===== src/rtl/ant_select_n_pkg.sv =====
// Shared definitions for the N-antenna selection controller: state encoding,
// phase width and a lane extractor for packed per-antenna phase vectors.
package ant_sel_pkg;

  typedef enum logic [1:0] {
    WAIT    = 2'd0,
    COLLECT = 2'd1,
    FIX     = 2'd2
  } ant_state_e;

  localparam int PHASE_W    = 32;
  localparam int MAX_ANT    = 8;
  localparam int LANE_IDX_W = 3;

  // Callers zero-extend their packed vector to MAX_ANT lanes first.
  function automatic logic [PHASE_W-1:0] phase_lane(
    input logic [MAX_ANT*PHASE_W-1:0] vec,
    input logic [LANE_IDX_W-1:0]      idx
  );
    phase_lane = vec[idx*PHASE_W +: PHASE_W];
  endfunction

endpackage


===== src/rtl/ant_select_n_rssi_argmax.sv =====
// Combinational argmax over the masked per-antenna RSSI lanes; the lowest
// index wins ties and any_valid flags a non-empty mask.
module ant_rssi_argmax
  #(
    parameter int NUM_ANT    = 4,
    parameter int RSSI_WIDTH = 11,
    parameter int IDX_W      = 2
  )
  (
    input  logic [NUM_ANT-1:0]            valid,
    input  logic [NUM_ANT*RSSI_WIDTH-1:0] rssi,
    output logic [IDX_W-1:0]              idx,
    output logic                          any_valid
  );

  logic [IDX_W-1:0]      best_idx_s;
  logic [RSSI_WIDTH-1:0] best_val_s;
  logic                  found_s;
  logic                  take_s;

  // Linear scan; a strict greater-than keeps the earlier lane on ties.
  always_comb begin
    best_idx_s = '0;
    best_val_s = '0;
    found_s    = 1'b0;
    take_s     = 1'b0;
    for (int k = 0; k < NUM_ANT; k++) begin
      take_s     = valid[k] & (~found_s | (rssi[k*RSSI_WIDTH +: RSSI_WIDTH] > best_val_s));
      best_idx_s = take_s ? IDX_W'(k) : best_idx_s;
      best_val_s = take_s ? rssi[k*RSSI_WIDTH +: RSSI_WIDTH] : best_val_s;
      found_s    = found_s | take_s;
    end
  end

  assign idx       = best_idx_s;
  assign any_valid = found_s;

endmodule


===== src/rtl/ant_select_n.sv =====
// N-antenna selection controller: picks the strongest detecting antenna within
// an observation window (with RSSI hysteresis) and emits one merged detection.
// Optional per-antenna commit statistics: define ANT_SEL_STATS_EN.
module ant_select_n
  import ant_sel_pkg::*;
  #(
    parameter int NUM_ANT       = 4,
    parameter int ANT_IDX_W     = 2,
    parameter int RSSI_WIDTH    = 11,
    parameter int TIMEOUT_WIDTH = 4,
    parameter int HYST_HALF_DB  = 2
  )
  (
    input  logic                          clock,
    input  logic                          reset,
    input  logic                          enable,
    input  logic [NUM_ANT*RSSI_WIDTH-1:0] rssi_half_db,
    input  logic [NUM_ANT-1:0]            power_trigger,
    input  logic [NUM_ANT-1:0]            preamble_det,
    input  logic [NUM_ANT*PHASE_W-1:0]    phase_offset_in,
    input  logic [TIMEOUT_WIDTH-1:0]      window_len,
    output logic                          short_preamble_detected,
    output logic [ANT_IDX_W-1:0]          ant_select,
    output logic [PHASE_W-1:0]            phase_offset,
    output logic                          locked
`ifdef ANT_SEL_STATS_EN
    ,
    input  logic                          stats_clear,
    output logic [NUM_ANT*16-1:0]         sel_count
`endif
  );

  localparam int W = RSSI_WIDTH;

  ant_state_e                 state_r, state_nxt_s;
  logic [ANT_IDX_W-1:0]       cand_r, cand_nxt_s;
  logic [TIMEOUT_WIDTH-1:0]   cnt_r, cnt_nxt_s, cnt_inc_s;
  logic                       pulse_r, pulse_nxt_s;
  logic                       locked_r, locked_nxt_s;
  logic [PHASE_W-1:0]         phase_r, phase_nxt_s;
  logic                       illegal_s;
  logic [NUM_ANT-1:0]         det_s, qual_s;
  logic [W-1:0]               cand_rssi_s;
  logic                       cand_pwr_s;
  logic [ANT_IDX_W-1:0]       best_idx_s, chal_idx_s;
  logic                       best_any_s, chal_any_s;
  logic [MAX_ANT*PHASE_W-1:0] phase_ext_s;

  assign det_s       = preamble_det & power_trigger;
  assign cand_rssi_s = rssi_half_db[cand_r*W +: W];
  assign cand_pwr_s  = power_trigger[cand_r];
  assign phase_ext_s = (MAX_ANT*PHASE_W)'(phase_offset_in);
  assign cnt_inc_s   = (cnt_r == '1) ? cnt_r : cnt_r + TIMEOUT_WIDTH'(1);

  // Challengers must beat the candidate by more than the hysteresis margin; one extra bit avoids wrap.
  always_comb begin
    qual_s = '0;
    for (int j = 0; j < NUM_ANT; j++) begin
      qual_s[j] = det_s[j] & (ANT_IDX_W'(j) != cand_r) &
                  ({1'b0, rssi_half_db[j*W +: W]} > ({1'b0, cand_rssi_s} + (W+1)'(HYST_HALF_DB)));
    end
  end

  ant_rssi_argmax #(.NUM_ANT(NUM_ANT), .RSSI_WIDTH(W), .IDX_W(ANT_IDX_W)) u_pick (
    .valid     (det_s),
    .rssi      (rssi_half_db),
    .idx       (best_idx_s),
    .any_valid (best_any_s)
  );

  ant_rssi_argmax #(.NUM_ANT(NUM_ANT), .RSSI_WIDTH(W), .IDX_W(ANT_IDX_W)) u_chal (
    .valid     (qual_s),
    .rssi      (rssi_half_db),
    .idx       (chal_idx_s),
    .any_valid (chal_any_s)
  );

  // Next-state, candidate, counter and output decode.
  always_comb begin
    state_nxt_s  = state_r;
    cand_nxt_s   = cand_r;
    cnt_nxt_s    = cnt_r;
    pulse_nxt_s  = 1'b0;
    locked_nxt_s = locked_r;
    illegal_s    = 1'b0;
    case (state_r)
      WAIT: begin
        cnt_nxt_s    = '0;
        locked_nxt_s = 1'b0;
        if (best_any_s) begin
          cand_nxt_s = best_idx_s;
          if (window_len == '0) begin
            state_nxt_s  = FIX;
            pulse_nxt_s  = 1'b1;
            locked_nxt_s = 1'b1;
          end else begin
            state_nxt_s = COLLECT;
          end
        end else begin
          state_nxt_s = WAIT;
        end
      end
      COLLECT: begin
        cnt_nxt_s = cnt_inc_s;
        if (!cand_pwr_s) begin
          state_nxt_s = WAIT;
        end else begin
          if (chal_any_s) begin
            cand_nxt_s = chal_idx_s;
          end else begin
            cand_nxt_s = cand_r;
          end
          if (cnt_r == window_len - TIMEOUT_WIDTH'(1)) begin
            state_nxt_s  = FIX;
            pulse_nxt_s  = 1'b1;
            locked_nxt_s = 1'b1;
          end else begin
            state_nxt_s = COLLECT;
          end
        end
      end
      FIX: begin
        if (!cand_pwr_s) begin
          state_nxt_s  = WAIT;
          locked_nxt_s = 1'b0;
        end else begin
          state_nxt_s  = FIX;
          locked_nxt_s = 1'b1;
        end
      end
      default: begin
        illegal_s    = 1'b1;
        state_nxt_s  = WAIT;
        cand_nxt_s   = '0;
        cnt_nxt_s    = '0;
        locked_nxt_s = 1'b0;
      end
    endcase
    if (illegal_s) begin
      phase_nxt_s = '0;
    end else begin
      phase_nxt_s = phase_lane(phase_ext_s, LANE_IDX_W'(cand_nxt_s));
    end
  end

  // State and output registers; a disabled cycle holds everything but drops the pulse.
  always_ff @(posedge clock) begin
    if (reset) begin
      state_r  <= WAIT;
      cand_r   <= '0;
      cnt_r    <= '0;
      pulse_r  <= 1'b0;
      locked_r <= 1'b0;
      phase_r  <= '0;
    end else if (!enable) begin
      pulse_r  <= 1'b0;
    end else begin
      state_r  <= state_nxt_s;
      cand_r   <= cand_nxt_s;
      cnt_r    <= cnt_nxt_s;
      pulse_r  <= pulse_nxt_s;
      locked_r <= locked_nxt_s;
      phase_r  <= phase_nxt_s;
    end
  end

  assign short_preamble_detected = pulse_r;
  assign ant_select              = cand_r;
  assign phase_offset            = phase_r;
  assign locked                  = locked_r;

`ifdef ANT_SEL_STATS_EN
  for (genvar k = 0; k < NUM_ANT; k++) begin : g_stats
    logic [15:0] commit_cnt_r;
    // Saturating count of commits to antenna k.
    always_ff @(posedge clock) begin
      if (reset || stats_clear) begin
        commit_cnt_r <= 16'd0;
      end else if (enable && pulse_nxt_s && (cand_nxt_s == ANT_IDX_W'(k)) && (commit_cnt_r != 16'hFFFF)) begin
        commit_cnt_r <= commit_cnt_r + 16'd1;
      end else begin
        commit_cnt_r <= commit_cnt_r;
      end
    end
    assign sel_count[k*16 +: 16] = commit_cnt_r;
  end
`endif

endmodule


===== config.mk =====
export PLATFORM = sky130hd
export DESIGN_NAME = ant_select_n
export DESIGN_NICKNAME = d
export VERILOG_FILES = /design/src/rtl/ant_select_n_pkg.sv /design/src/rtl/ant_select_n_rssi_argmax.sv /design/src/rtl/ant_select_n.sv
export SDC_FILE = /design/constraint.sdc
export NUM_CORES = 1
export LEC_CHECK = 0
export CAP_MARGIN = 40
export CORE_ASPECT_RATIO = 0.8
export CORE_UTILIZATION = 45
export DETAILED_ROUTE_END_ITERATION = 16
export GPL_TIMING_DRIVEN = 0
export PLACE_DENSITY = 0.78
export SLEW_MARGIN = 30
export SYNTH_ARGS = -nofsm -noshare
export SYNTH_HDL_FRONTEND = slang
export SYNTH_SLANG_ARGS = --single-unit

===== constraint.sdc =====
create_clock -name clock -period 13.5 [get_ports clock]
set_input_delay 2.7 -clock clock [delete_from_list [all_inputs] [get_ports clock]]
set_output_delay 2.7 -clock clock [all_outputs]
set_load 0.03 [all_outputs]

-- After elaboration in Yosys (flattened, before gate mapping)
Index checks and enable logic that the tools add are counted.
- output and inout bits: 36
- input port bits: 187
- register bits after elaboration: 42
- word-level logic and storage cells: 111
- multiply operators: 1
- $add $sub $neg: 3
- magnitude comparators: 11
- muxes and demuxes: 36
- equality and inequality tests: 10
- reduce and logical (&&, ||, !) cells: 7
- bitwise gates (word level): 35
- shift-type cells: 2
- operators by type and width (operator ; count):
    256-bit by 8-bit variable part select with 32-bit output ; 1
    11-bit > comparator ; 6
    11-bit 2-to-1 mux ; 6
    11-bit by 12-bit > comparator with 1-bit output ; 4
    44-bit by 7-bit variable part select with 11-bit output ; 1
    32-bit 2-to-1 mux ; 1
    2-bit 2-to-1 mux ; 12
    1-bit bitwise AND ; 14
    11-bit by 2-bit adder with 12-bit output (second input constant) ; 1
    1-bit OR ; 12
    2-bit one-hot mux with 3 select lines ; 2
    1-bit 2-to-1 mux ; 10
    1-bit NOT ; 8
    4-bit one-hot mux with 2 select lines ; 1
    2-bit by 4-bit multiplier with 6-bit output (second input constant) ; 1
    2-bit inequality test (second input constant) ; 3
    3-bit AND reduction ; 2
    4-bit by 1-bit adder with 4-bit output (second input constant) ; 1
    4-bit bitwise AND ; 1
    4-bit equality test ; 1
    4-bit equality test (second input constant) ; 1
    4-bit zero test ; 1
    4-bit 2-to-1 mux ; 1
    2-bit inequality test (first input constant) ; 2
    12 further kinds ; 12

-- Depth between registers and ports, before layout
- word-level depth: 23
- depth in mapped cells: 56
- depth with buffers taken out: 49

-- By module
Synthesis repeated with hierarchy kept, for this count alone.
- cells, all modules: 751
- area, all modules: 6764.0 um^2
- modules (own cells, without submodules) (module ; times used ; sequential area each (um^2) ; cells an instance ; area an instance (um^2)):
    ant_select_n ; 1 ; 840.8 ; 455 ; 4414.2
    ant_rssi_argmax ; 2 ; 0.0 ; 148 ; 1174.9

-- Worst setup path before layout
Ideal clock, no wire load.
- kind: in2reg
- start: input rssi_half_db[34]
- end: register phase_r[15], in the netlist phase_offset[15]
- required time: 13.371 ns
- buffers on the path: 4
- cell stages on the path: 52
- library setup time: 0.129 ns
- setup slack: 1.817 ns
- data arrival time: 11.554 ns
- cell sequence: mux4_2 and2_1 nand2_1 xor2_1 ha_1 inv_1 a311oi_1 a211o_1 o2111ai_1 a21boi_1 o21bai_1 a311oi_1 clkbuf_1 nand2_1 ha_1 nor2b_1 o21a_1 o21a_1 (+16 left out) o21a_1 o21a_1 mux2_2 ha_1 nor2b_1 o21a_1 o21a_1 o21a_1 o21ai_0 a211oi_1 o41a_1 a221oi_2 o211ai_1 buf_6 nand2_8 buf_6 mux2i_1 o211ai_2
- longest elaborated chain between the ends: 22
- elaborated cells between the ends (all ways): 42
- those cells by class: 1 x add/sub; 8 x order compare; 2 x shift; 12 x mux; 19 x bitwise
- ends and longest elaborated chain (item ; RTL line ; RTL):
    from (decl) ; ant_select_n.sv:17 ; input logic [NUM_ANT*RSSI_WIDTH-1:0] rssi_half_db,
    44-bit by 7-bit variable part select with 11-bit output ; ant_select_n.sv:50 ; assign cand_rssi_s = rssi_half_db[cand_r*W +: W];
    11-bit by 2-bit adder with 12-bit output ; ant_select_n.sv:60 ; ({1'b0, rssi_half_db[j*W +: W]} > ({1'b0, cand_rssi_s} + (W+1)'(HYST_HALF_DB)));
    11-bit by 12-bit > comparator with 1-bit output ; ant_select_n.sv:60 ;
    1-bit bitwise AND ; ant_select_n.sv:59 ; qual_s[j] = det_s[j] & (ANT_IDX_W'(j) != cand_r) &
    11-bit 2-to-1 mux ; ant_select_n_rssi_argmax.sv:30 ; best_val_s = take_s ? rssi[k*RSSI_WIDTH +: RSSI_WIDTH] : best_val_s;
    11-bit > comparator ; ant_select_n_rssi_argmax.sv:28 ; take_s = valid[k] & (~found_s | (rssi[k*RSSI_WIDTH +: RSSI_WIDTH] > best_val_s));
    1-bit OR ; ant_select_n_rssi_argmax.sv:28 ;
    1-bit bitwise AND ; ant_select_n_rssi_argmax.sv:28 ;
    (+6 left out) ; -- ;
    1-bit OR ; ant_select_n_rssi_argmax.sv:28 ;
    1-bit bitwise AND ; ant_select_n_rssi_argmax.sv:28 ;
    2-bit 2-to-1 mux or 1-bit OR (tied branches) ; ant_select_n_rssi_argmax.sv:29, ant_select_n_rssi_argmax.sv:31 ;
    2-bit 2-to-1 mux ; ant_select_n.sv:108 ; if (chal_any_s) begin
    2-bit 2-to-1 mux ; ant_select_n.sv:105 ; if (!cand_pwr_s) begin
    2-bit one-hot mux with 3 select lines * ; ant_select_n.sv:86 ; case (state_r)
    256-bit by 8-bit variable part select with 32-bit output * ; ant_select_n_pkg.sv:20 ; phase_lane = vec[idx*PHASE_W +: PHASE_W];
    32-bit 2-to-1 mux * ; ant_select_n.sv:139 ; if (illegal_s) begin
    to (signal assigned) ; ant_select_n.sv:163 ; phase_r <= phase_nxt_s;
    to (decl) ; ant_select_n.sv:40 ; logic [PHASE_W-1:0] phase_r, phase_nxt_s;
Mark *: on every way between the ends. The rest lies on a longest branch, timed or not.
A chain may end at the register's enable or synchronous reset.

-- Worst setup path in the final report
- start: input rssi_half_db[3]
- end: register phase_r[0], in the netlist phase_offset[0]
Same word-level chain as after synthesis.

==> metrics.yaml <==
fin_skew_ns: 0.01026
avgViaCountPerCell: 6.020
synth_cell_type_count: 86
postLayoutCoreUtil: 0.6449
cts-buffers-inserted: 5
clkPwrFrac: 0.174
design.final.nets: 1403
antenna_violations_before_repair: 0
h-tree-depth: 2
post_route_cells_drive_above_1_share: 0.1638
clock-sinks: 42
hold_violations: 0
rsz_0062_raised_after_global_routing: "false"
worst-endpoint-arrival_ns: 13.29
antennaDiodeCount: 0
dieHeight_um: 117.2
synth_area_leader_cell: "ha_1"
synth_enable_flop_cells: 0
overflow: 0
share_seq_of_total_power: 0.164
drt.antenna.violating_nets: 0
most_area_consuming_cells_after_synthesis: "ha_1, dfxtp_1, o211ai_2"
port_buffers: 220
sw_frac_of_total: 0.4316
total_power_uw: 925.3
coreArea_mm2: 0.01601
pin_count_of_the_biggest_net_entering_global_routing: 15
placement_rows: 41
timing.hold.worst.class: "register to register"
synth-seq-cells: 42
synth_top_cells_by_count: "ha_1, nand2_1, a21oi_1, nor2_1, o211ai_2"
powerDensity_mw_per_mm2: 89.65
postSynthAreaPerCell_um2: 8.422
cts-hold-fix-buffers: 0
fmax_ghz: 0.07626
crit_path_top_delay_cell: "mux4_2"
critPathBufInv: 6
first_global_vias: 7600
gr-usage-all-layers: 0.3019
clk_latency_ns: 0.29
finalWorstPathRequiredPeriod_ns: 13.11
wire_per_inst_um: 20.05
timing_max_transition_violations_final: 0
route.vias.total: 8055
die_area_mm2: 0.01710
int_pwr_uw: 525.9
critical_path.most_common_cell: "o21a_1"
gpl.final_weighted_congestion: 1.006
setup.worst_path.start_class: "primary input"
boundaryPins: 223
totalWireLength_mm: 26.82
ys.warnings.count: 0
cts_buffer_depth: 2
timing.critical_path.fanout_max: 10
netlist_instances: 886
top_family_by_delay_on_critical_path: "compound AO/OA/AOI/OAI gates"
required_time_at_the_worst_slack_endpoint_ns: 13.67
post-route-cell-area_mm2: 0.01032
crit_path_max_incr_delay_ns: 0.55
finalSetupTns_ns: 0
instances_no_fill: 1338
clock_tree_from_tritoncts: "yes"
number_of_fill_cells: 1377
static_leakage_nw: 4.365
drt_iter0_drc: 789
slew_headroom: 0.5404
syn-cell-area_mm2: 0.007462
comb_power_share: 0.661
clock_edge_transition_at_the_registers_on_the_reported_setup_and_hold_paths_ns: 0.07
drt-pass1-iter-count: 7
detailedPlacementHpwl_mm: 22.24
worst_pin_slew_ns: 0.6832
fp.dieW_um: 146.0
grt_pass1_wl_mm: 40.23
root_buffer: "clkbuf_16"
result_of_the_run: "completed"
critPathKind: "primary input to register"
setup_violations: 0
drc: 0
seq_area_frac_synth: 0.1127
worst-r2r-setup-slack_ns: 2.64
netSwitchingPower_uw: 399.4
share_of_the_synthesized_area_in_the_top_cell_type: 0.1576
synth_ff_type: "dfxtp_1"
maxCapViolCount: 0
dp_cells: 1321
fraction_of_registers_with_async_set_reset: 0
area_growth_syn_to_layout_pct: 38.31
yosysMostFrequentCell: "ha_1"
placed_area_mm2: 0.009933
initial_core_util: 0.4662
cp-end-kind: "register"
post_synthesis_net_count: 1167
vdd.ir_drop.worst_mv: 0.07478
period_share: 0.9713
==> per-stage QoR <==
step	setup WS [ns]	hold slack (ns)
6_report	0.3877	0.4695
5_1_grt	0.007432	0.4946
4_1_cts	0.09193	0.4707
3_5_place_dp	-0.7498	0.4553
3_3_place_gp	-0.6279	0.4472
2_1_floorplan	1.817	0.5420
==> layout make-up <==
| cell class | instances | area (um2) | area share |
|---|---|---|---|
| sequential | 42 | 840.8 | 0.08146 |
| tap | 215 | 269.0 | 0.02606 |
| timing repair buffer | 229 | 2317 | 0.2245 |
| multi-input combinational | 745 | 6170 | 0.5978 |
| clock inverter | 3 | 68.82 | 0.006668 |
| clock buffer | 5 | 125.1 | 0.01212 |
| buffer | 55 | 365.4 | 0.03540 |
| inverter | 44 | 165.2 | 0.01600 |
==> routing by layer <==
metal / share of wire / global-route usage / vias up
li1: - / - / 3846
met1: 0.43 / 0.4083 / 3743
met2: 0.44 / 0.4823 / 419
met3: 0.11 / 0.07209 / 47
met4: 0.023 / 0.08333 / 0
met5: 0 / 0 / -
==> flip-flops by register name, summed over array words and instances (netlist names) <==
signal and count:
state_r 2, locked 1, phase_offset 32, short_preamble_detected 1
ant_select 2, cnt_r 4
==> kinds of logic (layout without fill, tap and decap cells) <==
| logic type | Yosys count | in the layout | share of synthesized area |
|---|---|---|---|
| adders and majority gates | 98 | 98 | 0.1633 |
| muxes | 61 | 61 | 0.1043 |
| and+or+nand+nor | 277 | 277 | 0.2079 |
| xor gates and xnor gates | 25 | 25 | 0.04292 |
| buffers and inverters | 99 | 336 | 0.06958 |
| AOI/OAI and AO/OA | 284 | 284 | 0.2993 |
| DFF | 42 | 42 | 0.1127 |
==> power by group through the flow <==
stage          clock network, mW  logic [mW]  registers (mW)
3_5_place_dp                   0       0.589           0.154
3_3_place_gp                   0       0.583           0.154
2_1_floorplan                  0       0.360           0.187
6_report                   0.161       0.612           0.152
4_1_cts                    0.163       0.595           0.152
5_1_grt                    0.167       0.658           0.154
==> worst paths after layout <==
check,cells past startpoint,end,start
setup / recovery,51,phase_offset[0]$_SDFFE_PP0P_,rssi_half_db[3]
hold / removal,2,phase_offset[23]$_SDFFE_PP0P_,phase_offset[23]$_SDFFE_PP0P_
setup reg to reg,53,phase_offset[0]$_SDFFE_PP0P_,ant_select[1]$_SDFFE_PP0P_
hold reg to reg,2,phase_offset[23]$_SDFFE_PP0P_,phase_offset[23]$_SDFFE_PP0P_
==> repair_timing <==
action                                  4_1_cts  5_1_grt
endpoints found under the setup margin       33       34
gates resized for setup                       5       41
hold endpoints to repair                      0        0
setup buffers                                 2        7
pin swaps                                     0        1
==> worst register-to-register path: cells and delay by family, from the launching register on <==
family / cells / cell delay, ns
AO/OA/AOI/OAI: 27 / 5.08
buffers and inverters: 9 / 1.62
AND/OR/NAND/NOR: 10 / 1.50
adder cells (fa/ha/maj): 4 / 1.19
multiplexers: 3 / 1.02
flip-flops: 1 / 0.35
==> placed cells by master (no fill, tap or decap), types with 22 or more instances in the layout <==
master,count
clkdlybuf4s50_1,201
ha_1,93
nand2_1,80
nor2_1,57
a21oi_1,56
o211ai_2,49
inv_1,43
dfxtp_1,42
mux2i_1,31
a21boi_0,30
nand4_1,26
o211ai_1,25
and3_4,22
Power figures use the tool's default switching activity.
